`config.mk`:
```
export PLATFORM = sky130hd
export DESIGN_NAME = seg7_capture_decoder_flat
export DESIGN_NICKNAME = d
export VERILOG_FILES = /design/src/rtl/seg7_capture_decoder_if.sv /design/src/rtl/seg7_capture_decoder.sv /design/src/flat_wrapper.sv
export SDC_FILE = /design/constraint.sdc
export NUM_CORES = 1
export LEC_CHECK = 0
export CORE_ASPECT_RATIO = 0.9
export CORE_UTILIZATION = 45
export DETAILED_ROUTE_END_ITERATION = 6
export PLACE_DENSITY = 0.79
export SYNTH_ARGS = -nofsm -noshare
export SYNTH_HDL_FRONTEND = slang
export SYNTH_SLANG_ARGS = --single-unit
```
`constraint.sdc`:
```
create_clock -name clk -period 3.1 [get_ports clk]
set_clock_uncertainty 0.15 [all_clocks]
set_input_delay 0.465 -clock clk [delete_from_list [all_inputs] [get_ports clk]]
set_output_delay 0.465 -clock clk [all_outputs]
set_load 0.02 [all_outputs]
```
`src/rtl/seg7_capture_decoder_if.sv`:
```
// ---------------------------------------------------------------------------
// seg7_capture_decoder_if
// Bundles the 7-segment capture bus with the decoded results that are
// returned from the capture decoder.
//   seg_in      : active-low segments, digit i at [7i+6:7i], order g..a
//   sample_en   : one-cycle strobe to sample seg_in
//   busy        : decoder is accumulating, sample_en is ignored
//   digits_out  : last committed hex digits, digit i at [4i+3:4i]
//   value       : last committed binary value of the decimal digits
//   value_ok    : value agrees with digits_out (all digits 0-9)
//   update      : one-cycle pulse when digits_out/value refresh
//   err         : sticky flag, a stable pattern had an undecodable digit
//   err_mask    : per-digit invalid flags of the last erroneous pattern
// master = display/stimulus side, slave = capture decoder.
// ---------------------------------------------------------------------------
interface seg7_capture_decoder_if #(
   parameter int NUM_DIGITS = 3,
   parameter int VAL_W      = 10
);
   logic [7*NUM_DIGITS-1:0] seg_in;
   logic                    sample_en;
   logic                    busy;
   logic [4*NUM_DIGITS-1:0] digits_out;
   logic [VAL_W-1:0]        value;
   logic                    value_ok;
   logic                    update;
   logic                    err;
   logic [NUM_DIGITS-1:0]   err_mask;

   modport master (
      output seg_in, sample_en,
      input  busy, digits_out, value, value_ok, update, err, err_mask
   );

   modport slave (
      input  seg_in, sample_en,
      output busy, digits_out, value, value_ok, update, err, err_mask
   );
endinterface

```
`src/rtl/seg7_capture_decoder.sv`:
```
// ---------------------------------------------------------------------------
// seg7_capture_decoder
// Receive side of the BPM 7-segment display bus. Samples NUM_DIGITS
// active-low segment patterns, waits until the same pattern has been seen
// STABLE_SAMPLES times in a row, decodes each digit to hex and converts the
// decimal digits to binary with a one-digit-per-cycle multiply-accumulate.
// Ports:
//   clk   : system clock, rising edge
//   rst_n : asynchronous active-low reset
//   bus   : seg7_capture_decoder_if.slave (segment input, strobe, results)
// ---------------------------------------------------------------------------
module seg7_capture_decoder #(
   parameter int NUM_DIGITS     = 3,
   parameter int STABLE_SAMPLES = 4,
   parameter int VAL_W          = 10
) (
   input  logic                   clk,
   input  logic                   rst_n,
   seg7_capture_decoder_if.slave  bus
);

   localparam int CNT_W = $clog2(STABLE_SAMPLES + 1);
   localparam int IDX_W = (NUM_DIGITS > 1) ? $clog2(NUM_DIGITS) : 1;

   localparam logic [CNT_W-1:0] CNT_MAX  = CNT_W'(STABLE_SAMPLES);
   localparam logic [CNT_W-1:0] CNT_LAST = CNT_W'(STABLE_SAMPLES - 1);
   localparam logic [IDX_W-1:0] IDX_MSD  = IDX_W'(NUM_DIGITS - 1);

   localparam logic [1:0] ST_IDLE  = 2'd0;
   localparam logic [1:0] ST_ACCUM = 2'd1;
   localparam logic [1:0] ST_DONE  = 2'd2;

   logic [1:0]              state_q, state_d;
   logic [7*NUM_DIGITS-1:0] snap_q, snap_d;
   logic [CNT_W-1:0]        cnt_q, cnt_d;
   logic [VAL_W-1:0]        acc_q, acc_d;
   logic [IDX_W-1:0]        idx_q, idx_d;
   logic [4*NUM_DIGITS-1:0] lat_q, lat_d;
   logic                    nonbcd_q, nonbcd_d;
   logic                    busy_q, busy_d;
   logic [4*NUM_DIGITS-1:0] digits_out_q, digits_out_d;
   logic [VAL_W-1:0]        value_q, value_d;
   logic                    value_ok_q, value_ok_d;
   logic                    update_q, update_d;
   logic                    err_q, err_d;
   logic [NUM_DIGITS-1:0]   err_mask_q, err_mask_d;

   logic [4*NUM_DIGITS-1:0] dec_digits;
   logic [NUM_DIGITS-1:0]   dec_invalid;
   logic [4:0]              dec_entry;
   logic [3:0]              cur_digit;

   // Returns {valid, hex}; only exact matches of the display font decode.
   function automatic logic [4:0] decode_seg(input logic [6:0] s);
      logic [4:0] r;
      r = 5'h00;
      case (s)
         7'h40: r = 5'h10;
         7'h79: r = 5'h11;
         7'h24: r = 5'h12;
         7'h30: r = 5'h13;
         7'h19: r = 5'h14;
         7'h12: r = 5'h15;
         7'h02: r = 5'h16;
         7'h78: r = 5'h17;
         7'h00: r = 5'h18;
         7'h10: r = 5'h19;
         7'h08: r = 5'h1A;
         7'h03: r = 5'h1B;
         7'h46: r = 5'h1C;
         7'h21: r = 5'h1D;
         7'h06: r = 5'h1E;
         7'h0E: r = 5'h1F;
         default: r = 5'h00;
      endcase
      return r;
   endfunction

   // Decode every digit of the live input; only consumed on a stable event,
   // at which point seg_in equals the stored snapshot.
   always_comb begin
      dec_digits  = '0;
      dec_invalid = '0;
      dec_entry   = '0;
      for (int i = 0; i < NUM_DIGITS; i++) begin
         dec_entry             = decode_seg(bus.seg_in[7*i +: 7]);
         dec_digits[4*i +: 4]  = dec_entry[3:0];
         dec_invalid[i]        = ~dec_entry[4];
      end
   end

   assign cur_digit = lat_q[4*idx_q +: 4];

   // Sampling/stability tracking in IDLE, then MSD-first accumulation and a
   // single DONE cycle that publishes the result.
   always_comb begin
      state_d      = state_q;
      snap_d       = snap_q;
      cnt_d        = cnt_q;
      acc_d        = acc_q;
      idx_d        = idx_q;
      lat_d        = lat_q;
      nonbcd_d     = nonbcd_q;
      busy_d       = busy_q;
      digits_out_d = digits_out_q;
      value_d      = value_q;
      value_ok_d   = value_ok_q;
      update_d     = 1'b0;
      err_d        = err_q;
      err_mask_d   = err_mask_q;

      case (state_q)
         ST_IDLE: begin
            if (bus.sample_en) begin
               snap_d = bus.seg_in;
               if (bus.seg_in == snap_q) begin
                  // A saturated counter stays put so a held pattern never
                  // re-commits; only the step onto the limit is an event.
                  if (cnt_q != CNT_MAX) begin
                     cnt_d = cnt_q + 1'b1;
                  end
                  if (cnt_q == CNT_LAST) begin
                     if (|dec_invalid) begin
                        err_d      = 1'b1;
                        err_mask_d = dec_invalid;
                     end else begin
                        state_d  = ST_ACCUM;
                        busy_d   = 1'b1;
                        acc_d    = '0;
                        idx_d    = IDX_MSD;
                        lat_d    = dec_digits;
                        nonbcd_d = 1'b0;
                     end
                  end
               end else begin
                  cnt_d = CNT_W'(1);
               end
            end
         end

         ST_ACCUM: begin
            // acc*10 as shift-add, truncated to VAL_W.
            acc_d = (acc_q << 3) + (acc_q << 1) + VAL_W'(cur_digit);
            if (cur_digit > 4'd9) begin
               nonbcd_d = 1'b1;
            end
            if (idx_q == '0) begin
               state_d = ST_DONE;
            end else begin
               idx_d = idx_q - 1'b1;
            end
         end

         ST_DONE: begin
            digits_out_d = lat_q;
            update_d     = 1'b1;
            if (!nonbcd_q) begin
               value_d    = acc_q;
               value_ok_d = 1'b1;
            end else begin
               value_ok_d = 1'b0;
            end
            err_d      = 1'b0;
            err_mask_d = '0;
            busy_d     = 1'b0;
            state_d    = ST_IDLE;
         end

         default: begin
            state_d = ST_IDLE;
            busy_d  = 1'b0;
         end
      endcase
   end

   // Snapshot resets to all ones, i.e. a blank display.
   always_ff @(posedge clk or negedge rst_n) begin
      if (!rst_n) begin
         state_q      <= ST_IDLE;
         snap_q       <= '1;
         cnt_q        <= '0;
         acc_q        <= '0;
         idx_q        <= '0;
         lat_q        <= '0;
         nonbcd_q     <= 1'b0;
         busy_q       <= 1'b0;
         digits_out_q <= '0;
         value_q      <= '0;
         value_ok_q   <= 1'b0;
         update_q     <= 1'b0;
         err_q        <= 1'b0;
         err_mask_q   <= '0;
      end else begin
         state_q      <= state_d;
         snap_q       <= snap_d;
         cnt_q        <= cnt_d;
         acc_q        <= acc_d;
         idx_q        <= idx_d;
         lat_q        <= lat_d;
         nonbcd_q     <= nonbcd_d;
         busy_q       <= busy_d;
         digits_out_q <= digits_out_d;
         value_q      <= value_d;
         value_ok_q   <= value_ok_d;
         update_q     <= update_d;
         err_q        <= err_d;
         err_mask_q   <= err_mask_d;
      end
   end

   assign bus.busy       = busy_q;
   assign bus.digits_out = digits_out_q;
   assign bus.value      = value_q;
   assign bus.value_ok   = value_ok_q;
   assign bus.update     = update_q;
   assign bus.err        = err_q;
   assign bus.err_mask   = err_mask_q;

endmodule
```
`src/flat_wrapper.sv`:
```
// flat-port wrapper written by rule: the top's interface ports become plain ports
module seg7_capture_decoder_flat 
#(
   parameter int NUM_DIGITS     = 3,
   parameter int STABLE_SAMPLES = 4,
   parameter int VAL_W          = 10
)
  (clk, rst_n, bus_seg_in, bus_sample_en, bus_busy, bus_digits_out, bus_value, bus_value_ok, bus_update, bus_err, bus_err_mask);
  seg7_capture_decoder_if #(.NUM_DIGITS(NUM_DIGITS), .VAL_W(VAL_W)) bus_i ();
  input  logic clk;
  input  logic rst_n;
  input wire logic [$bits(bus_i.seg_in)-1:0] bus_seg_in;
  input wire logic [$bits(bus_i.sample_en)-1:0] bus_sample_en;
  output wire logic [$bits(bus_i.busy)-1:0] bus_busy;
  output wire logic [$bits(bus_i.digits_out)-1:0] bus_digits_out;
  output wire logic [$bits(bus_i.value)-1:0] bus_value;
  output wire logic [$bits(bus_i.value_ok)-1:0] bus_value_ok;
  output wire logic [$bits(bus_i.update)-1:0] bus_update;
  output wire logic [$bits(bus_i.err)-1:0] bus_err;
  output wire logic [$bits(bus_i.err_mask)-1:0] bus_err_mask;
  assign bus_i.seg_in = bus_seg_in;
  assign bus_i.sample_en = bus_sample_en;
  assign bus_busy = bus_i.busy;
  assign bus_digits_out = bus_i.digits_out;
  assign bus_value = bus_i.value;
  assign bus_value_ok = bus_i.value_ok;
  assign bus_update = bus_i.update;
  assign bus_err = bus_i.err;
  assign bus_err_mask = bus_i.err_mask;
  seg7_capture_decoder #(.NUM_DIGITS(NUM_DIGITS), .STABLE_SAMPLES(STABLE_SAMPLES), .VAL_W(VAL_W)) u_core (.clk(clk), .rst_n(rst_n), .bus(bus_i));
endmodule
```
==> results.txt, run 1 <==
status: complete, but fails checks
failing checks: design-rule violations
Synth Area per Inst: 9.042 µm²
Worst-Skew Late Latency: 0.34 ns
Num CTS Buffers: 9
final WL: 12060 µm
final cycle utilization of the critical path: 0.9490
Comb power frac: 0.122
leakage power: 0.002840 µW
final cell count without fillers: 771
sequential area share after synthesis: 0.4131
Tmin final: 2.942 ns
Sw Pwr: 621.0 µW
Starting Density: 0.4711
ys async rst share: 1.000
first-pass GRT wire length: 20130 µm
share of cells above drive strength 1: 0.2165
Startpoint Class: register
clk sinks: 80
I/O pin count: 53
Final HPWL DP: 9049 µm
NumNets Final: 681
top-count cell post-synth: nand2_1
Die Y: 101.1 µm
Synth area leader: dfrtp_1
via count: 4267
WL/cell: 15.65 µm
f_max: 339.9 MHz
Root Driver: clkbuf_16
max cap viols: 0
largest net degree at the start of global routing: 81
post-synth top area share: 0.3007
Mapped Cells: 543
first-pass iteration count of the detailed router: 7
synthesized area: 0.004910 mm²
initial antenna violation count: 0
P per Cell Area: 400.3 mW/mm²
CP required: 3.17 ns
Setup WS post-layout: 0.1582 ns
type of destination of the critical path: register
Clock Tree Buf Depth: 2
vias in the first global route: 4260
min-delay worst type: in2async
setup TNS: 0 ns
register area: 0.002029 mm²
final hold violation count: 0
final-report setup violation count: 0
Yosys warning count: 0
Iter 0 DRT Violations: 197
share of power burned in the clock network: 0.437
Core Box Area: 0.01042 mm²
Worst Tran Pin Value: 0.9828 ns
GRT Total Usage: 0.2253
distinct cell type count of the synthesized netlist: 64
syn nets: 587
Commonest cells post-synth: nand2_1 (102), dfrtp_1 (59), o21ai_0 (33), nor2_1 (27), xnor2_1 (27)
number of diodes: 0
EDFF count, synth: 0
Max VDD drop: 0.0003377 V
DRC: 2
Reg2Reg Depth: 13
sw frac: 0.2481
Crit path arrival time: 3.01 ns
port bufs: 52
full die area: 0.01133 mm²
GP Congestion: 0.9278
Rel. slew slack: 0.3448
CTS tree: done
H-tree depth: 3
Internal: 1882 µW
DR vias/cell: 5.534
Most used DFF post-synth: dfrtp_1
pre-CTS WS: -0.1278 ns
Fillers: 920
clock transition at the registers of the reported paths: 0.07 ns
most area-consuming cells after synthesis: dfrtp_1 (30%), dfstp_2 (11%), nand2_1 (7.8%), mux2_2 (4.8%), xnor2_1 (4.8%)
row count: 35
ANT nets after route: 0
Slew Viols, Final: 0
Die X: 112.1 µm
Reg power frac: 0.441
crit-path max FO: 4
reg2reg setup slack: 0.16 ns
grt ovf: 0
Setup CP Type: reg2reg
multi-input logic area: 0.002610 mm²
Synth Register Bits: 80
Inst Count DP: 753
Area growth syn-to-layout: 27.34%
power by group through the flow:
stage	sequential, µW	clock [µW]	combinational [µW]
detailed placement	1120	0	303
finish	1100	1090	304
CTS	1100	1120	305
global route	1110	1150	334
global placement	1120	0	296
floorplan	1120	0	165
cells by family after synthesis:
family,share of synthesized area
and+or+nand+nor,0.2120
AOI/OAI and AO/OA,0.1476
DFF,0.4131
buffers and inverters,0.05963
xor gates and xnor gates,0.05530
muxes,0.05836
adders and majority gates,0.05403
timing repair:
action	4_1_cts	5_1_grt
resized for setup	0	8
endpoints found under the setup margin	0	2
hold buffers	0	0
buffers inserted	0	2
registers in the layout, summed over array words and instances, names as in the netlist:
| register | cells |
|---|---|
| u_core.state_q | 2 |
| u_core.nonbcd_q | 1 |
| u_core.bus.err_mask | 3 |
| u_core.bus.value | 10 |
| u_core.bus.value_ok | 1 |
| u_core.bus.err | 1 |
| u_core.acc_q | 10 |
| u_core.lat_q | 12 |
| u_core.bus.update | 1 |
| u_core.snap_q | 21 |
| u_core.bus.digits_out | 12 |
| u_core.cnt_q | 3 |
| u_core.idx_q | 2 |
| u_core.bus.busy | 1 |
path summary, 6_finish.rpt:
check,from,end
setup / recovery,u_core.idx_q[1],u_core.acc_q[8]
hold / removal,rst_n,u_core.bus.value[5]
setup reg to reg,u_core.idx_q[1],u_core.acc_q[8]
hold reg to reg,u_core.snap_q[16],u_core.snap_q[16]
max in group asynchronous,rst_n,u_core.idx_q[0]
min in group clk,u_core.snap_q[16],u_core.snap_q[16]
layer usage:
metal	vias to the layer above	routed length, µm	track usage
met3	13	588	0.04811
met5	-	0	0
met4	0	193	0.07385
met1	2051	5151	0.2765
met2	124	6130	0.3970
li1	2079	-	-
layout make-up:
| type | count | share of cell area |
|---|---|---|
| Clock buffer | 10 | 0.03822 |
| Clock inverter | 6 | 0.01181 |
| Inverter | 26 | 0.01561 |
| Multi-Input combinational cell | 400 | 0.4174 |
| Sequential cell | 80 | 0.3246 |
| Tap cell | 129 | 0.02582 |
| Timing Repair Buffer | 120 | 0.1665 |
cell usage in the layout (no fill, tap or decap), drive strengths merged, types with 18 or more instances in the layout:
cell,instances
a21oi,18
o21ai,40
xnor2,27
mux2,21
nor2,27
dfstp,21
ha,18
dfrtp,59
inv,29
nand2,102
clkdlybuf4s50,51
buf,69
per-stage QoR:
stage	power [µW]	area [µm²]	hold WS, ns	utilization
finish	2503	6252	0.1448	0.5999
global route	2596	6252	0.2404	0.5999
global placement	1416	5902	0.3032	0.5663
detailed placement	1426	5902	0.3065	0.5663
floorplan	1284	4910	0.01941	-
CTS	2527	6215	0.1721	0.5963
critical path, stage by stage (launching register included):
cell and delay, ns:
dfrtp_1 0.42, mux2i_1 0.13, nor2_1 0.15, a31oi_2 0.07, fa_1 0.49, inv_1 0.05, buf_4 0.13, fa_1 0.45
a21o_1 0.22, a21oi_2 0.13, o21ai_0 0.12, xor2_1 0.18, nand2_1 0.07, o21ai_1 0.06
No activity file was read; power rests on OpenSTA's default activity.
==> inputs of run 2 (changes only) <==
RECOVER_POWER = 50   (was unset)
==> results.txt, run 2 (same netlist as run 1, synthesis figures left out) <==
pre-CTS WS: -0.1278 ns
highest-count cells in the layout ignoring fill and taps: nand2_1 (102), buf_4 (65), dfrtp_1 (58)
met2 global-route usage: 0.3970
grt ovf: 0
leading cell type in the layout, fill and taps excluded: nand2_1
Clock Tree Buf Depth: 2
f_max: 340.0 MHz
Final HPWL DP: 9049 µm
row count: 35
Biggest register: u_core.snap_q
Rel. slew slack: -0.2767
ANT nets after route: 0
Starting Density: 0.4711
type of destination of the critical path: register
final WL: 12030 µm
CTS tree: done
via count: 4263
min-delay worst type: reg2reg
Root Driver: clkbuf_16
leakage power: 0.002832 µW
GRT Total Usage: 0.2253
full die area: 0.01133 mm²
met1 Use GR: 0.2765
Tmin final: 2.941 ns
final cycle utilization of the critical path: 0.9488
Max VDD drop: 0.0003377 V
final hold violation count: 0
Crit path arrival time: 3.01 ns
port bufs: 52
share of cells above drive strength 1: 0.2134
P per Cell Area: 400.6 mW/mm²
largest net degree at the start of global routing: 81
clk sinks: 80
DR vias/cell: 5.529
Iter 0 DRT Violations: 200
DRC: 2
initial antenna violation count: 0
Num CTS Buffers: 9
first-pass iteration count of the detailed router: 7
Core Box Area: 0.01042 mm²
area of placed instances: 0.005902 mm²
WL/cell: 15.61 µm
final-report setup violation count: 0
I/O pin count: 53
Fillers: 922
Slew Viols, Final: 81
Die Y: 101.1 µm
clock transition at the registers of the reported paths: 0.07 ns
Setup WS post-layout: 0.1586 ns
reg2reg setup slack: 0.16 ns
status: complete, but fails checks
number of diodes: 0
crit-path max FO: 4
Worst Tran Pin Value: 1.915 ns
failing checks: design-rule violations, max-capacitance violations, max-slew violations
post-cts hold buffer count: 0
first-pass GRT wire length: 20130 µm
Setup CP Type: reg2reg
H-tree depth: 3
GRT Max-Usage Layer: met2
Area growth syn-to-layout: 27.14%
max cap viols: 1
max reg flops: 21
Worst-Skew Late Latency: 0.34 ns
Die X: 112.1 µm
vias in the first global route: 4260
Final Cell Area: 0.006242 mm²
GP Congestion: 0.9278
Final Util: 0.5989
met3 Usage GRT: 0.04811
Fin Hold WS: 0.3163 ns
CP required: 3.17 ns
Startpoint Class: register
NumNets Final: 681
[run 2: cell count changes in the layout (fill, tap and decap cells not counted)]
cell / before / now
clkbuf_2: 0 / 1
and2_0: 1 / 2
and2_1: 2 / 1
clkbuf_1: 0 / 2
buf_4: 68 / 65
[run 2: metrics by stage]
| step | cells | TNS [ns] | total power [µW] |
|---|---|---|---|
| after floorplan | 543 | 0 | 1284 |
| after global placement | 753 | -0.3972 | 1416 |
| after detailed placement | 753 | -1.161 | 1426 |
| after CTS | 769 | 0 | 2527 |
| after global routing | 771 | -0.07395 | 2596 |
| final | 771 | 0 | 2501 |
[run 2: layout make-up]
cell class                      count  area (µm²)  area share
Clock buffer                       10       239.0     0.03828
Timing Repair Buffer              120        1031      0.1652
Sequential cell                    80        2029      0.3251
Inverter                           26       97.59     0.01563
Multi-Input combinational cell    400        2610      0.4181
Tap cell                          129       161.4     0.02586
Clock inverter                      6       73.82     0.01183
[run 2: repair_timing]
action                                  4_1_cts  5_1_grt
gates resized for setup                       0        8
hold endpoints to repair                      0        0
setup buffers                                 0        2
endpoints found under the setup margin        0        2
[run 2: per-layer routing]
layer | share of wire | routed length [µm]
met1 | 0.43 | 5156
met2 | 0.51 | 6150
met3 | 0.044 | 531
met4 | 0.016 | 193
met5 | 0 | 0
[run 2: critical path, stage by stage (launching register included)]
cell and delay (ns):
dfrtp_1 0.42, mux2i_1 0.13, nor2_1 0.15, a31oi_2 0.07
fa_1 0.49, inv_1 0.05, buf_4 0.13, fa_1 0.45
a21o_1 0.22, a21oi_2 0.13, o21ai_0 0.12, xor2_1 0.18
nand2_1 0.07, o21ai_1 0.06
[run 2: path summary, 6_finish.rpt]
path	start	end	cells after the start
worst max register to register	u_core.idx_q[1]	u_core.acc_q[8]	13
worst min register to register	u_core.snap_q[16]	u_core.snap_q[16]	2
max in group asynchronous	rst_n	u_core.idx_q[0]	1
min in group asynchronous	rst_n	u_core.bus.value[5]	1
worst min-delay path	u_core.snap_q[16]	u_core.snap_q[16]	2
worst max-delay path	u_core.idx_q[1]	u_core.acc_q[8]	13
[run 2: report_power, final]
group | internal, µW | switching, µW | leakage, µW
logic | 137 | 166 | 0.00167
registers | 1090 | 17.3 | 0.00101
clock network | 657 | 436 | 0.000154
==> inputs of run 3 (changes only) <==
CORE_MARGIN = 2   (was unset)
==> results.txt, run 3 (same netlist as run 1, synthesis figures left out) <==
min-delay worst type: reg2reg
DRC: 0
grt ovf: 0
crit-path most repeated cell: o21ai_0
CTS tree: done
P per Cell Area: 398.7 mW/mm²
number of diodes: 0
final hold violation count: 0
Die X: 114.1 µm
crit-path cells: buf_4 -> mux2i_1 -> o21ai_0 -> ha_1 -> ha_1 -> fa_1 -> a21o_1 -> a21oi_2 -> o21ai_0 -> xor2_1 -> nand2_1 -> o21ai_0
crit-path max FO: 4
WL/cell: 15.85 µm
first-pass GRT wire length: 19870 µm
leakage power: 0.002760 µW
Worst-Skew Late Latency: 0.33 ns
Tmin final: 3.010 ns
vias in the first global route: 4199
Slowest-stage cell, CP: dfrtp_2
full die area: 0.01176 mm²
initial antenna violation count: 0
leading cell type in the layout, fill and taps excluded: nand2_1
pre-CTS WS: -0.1614 ns
DR vias/cell: 5.670
max reg flops: 21
final cycle utilization of the critical path: 0.9709
Reg2Reg Depth: 12
Die Y: 103.1 µm
highest-count cells in the layout ignoring fill and taps: nand2_1 (102), dfrtp_1 (57), buf_4 (55)
final-report setup violation count: 0
Bufs and invs on worst path: 1
first-pass iteration count of the detailed router: 5
NumNets Final: 670
GRT Total Usage: 0.2107
total power: 2443 µW
Iter 0 DRT Violations: 442
final WL: 12100 µm
f_max: 332.2 MHz
post-cts hold buffer count: 0
CP top delay family: adder cells
Starting Density: 0.4580
Rel. slew slack: -0.3510
row count: 36
Core Box Area: 0.01072 mm²
Area growth syn-to-layout: 24.82%
GP Congestion: 0.9415
type of destination of the critical path: register
Biggest register: u_core.snap_q
Root Driver: clkbuf_16
Clock Tree Buf Depth: 2
clock transition at the registers of the reported paths: 0.06 ns
FF-to-FF End: u_core.acc_q[8]
status: complete, but fails checks
reg-to-reg critical path startpoint: u_core.idx_q[1]
reg2reg setup slack: 0.09 ns
RSZ-0062 raised after global routing: yes
share of cells above drive strength 1: 0.2016
Crit path largest cell delay: 0.44 ns
CP required: 3.15 ns
Critical Path Sink: u_core.acc_q[8]
Setup CP Type: reg2reg
H-tree depth: 3
Final Util: 0.5717
Slew Viols, Final: 81
ANT nets after route: 0
Crit. path cell count: 12
I/O pin count: 53
Startpoint Class: register
Num CTS Buffers: 9
max cap viols: 1
largest net degree at the start of global routing: 81
clk sinks: 80
Worst Tran Pin Value: 2.027 ns
Setup WS post-layout: 0.09014 ns
CP Launch Point: u_core.idx_q[1]
failing checks: max-capacitance violations, max-slew violations
via count: 4326
Max VDD drop: 0.0002139 V
Final HPWL DP: 8670 µm
setup TNS: 0 ns
port bufs: 52
Crit path arrival time: 3.06 ns
## run 3: through the flow
| step | hold WS [ns] | area (µm²) | std cells |
|---|---|---|---|
| CTS | 0.1985 | 6120 | 763 |
| finish | 0.3150 | 6128 | 763 |
| detailed placement | 0.3065 | 5827 | 748 |
| global route | 0.3340 | 6128 | 763 |
| floorplan | 0.01941 | 4910 | 543 |
| global placement | 0.3021 | 5827 | 748 |
## run 3: layout make-up
| cell class | count | area (µm²) |
|---|---|---|
| inverters | 26 | 97.59 |
| multi-input cells | 400 | 2613 |
| fillers | 953 | 4592 |
| flip-flops and latches | 80 | 2031 |
| repair buffers | 109 | 935.9 |
| well taps | 133 | 166.4 |
| clock inverters | 5 | 56.30 |
| clock buffers | 10 | 229.0 |
## run 3: how the worst min path moves through the flow
stage / start / to / depth (start not counted)
floorplan: rst_n / u_core.acc_q[0] / 0
global placement: u_core.snap_q[2] / u_core.snap_q[2] / 2
detailed placement: u_core.snap_q[13] / u_core.snap_q[13] / 2
CTS: rst_n / u_core.bus.digits_out[8] / 1
global route: u_core.snap_q[10] / u_core.snap_q[10] / 2
finish: u_core.snap_q[13] / u_core.snap_q[13] / 2
## run 3: what timing repair did
item	4_1_cts	5_1_grt
gates resized for setup	1	9
buffers inserted	0	0
endpoints found under the hold margin	0	0
setup endpoints to repair	1	4
## run 3: worst reg2reg max path, stage by stage (launching register included)
cell and delay [ns]:
dfrtp_2 0.44, buf_4 0.16, mux2i_1 0.21, o21ai_0 0.22, ha_1 0.26, ha_1 0.21
fa_1 0.41, a21o_1 0.21, a21oi_2 0.18, o21ai_0 0.13, xor2_1 0.15, nand2_1 0.07
o21ai_0 0.08
## run 3: layer usage
| layer | wire [µm] | track usage | share of wire | vias up |
|---|---|---|---|---|
| met5 | 0 | 0 | 0 | - |
| met2 | 5885 | 0.3535 | 0.49 | 150 |
| met3 | 595 | 0.04644 | 0.049 | 21 |
| met4 | 253 | 0.06660 | 0.021 | 0 |
| li1 | - | - | - | 2064 |
| met1 | 5363 | 0.2747 | 0.44 | 2091 |
## run 3: report_power, final
| group | internal (µW) | leakage [µW] | switching (µW) | total, µW |
|---|---|---|---|---|
| logic | 130 | 0.00161 | 169 | 299 |
| clock network | 619 | 0.000139 | 420 | 1040 |
| registers | 1090 | 0.00101 | 17.8 | 1110 |
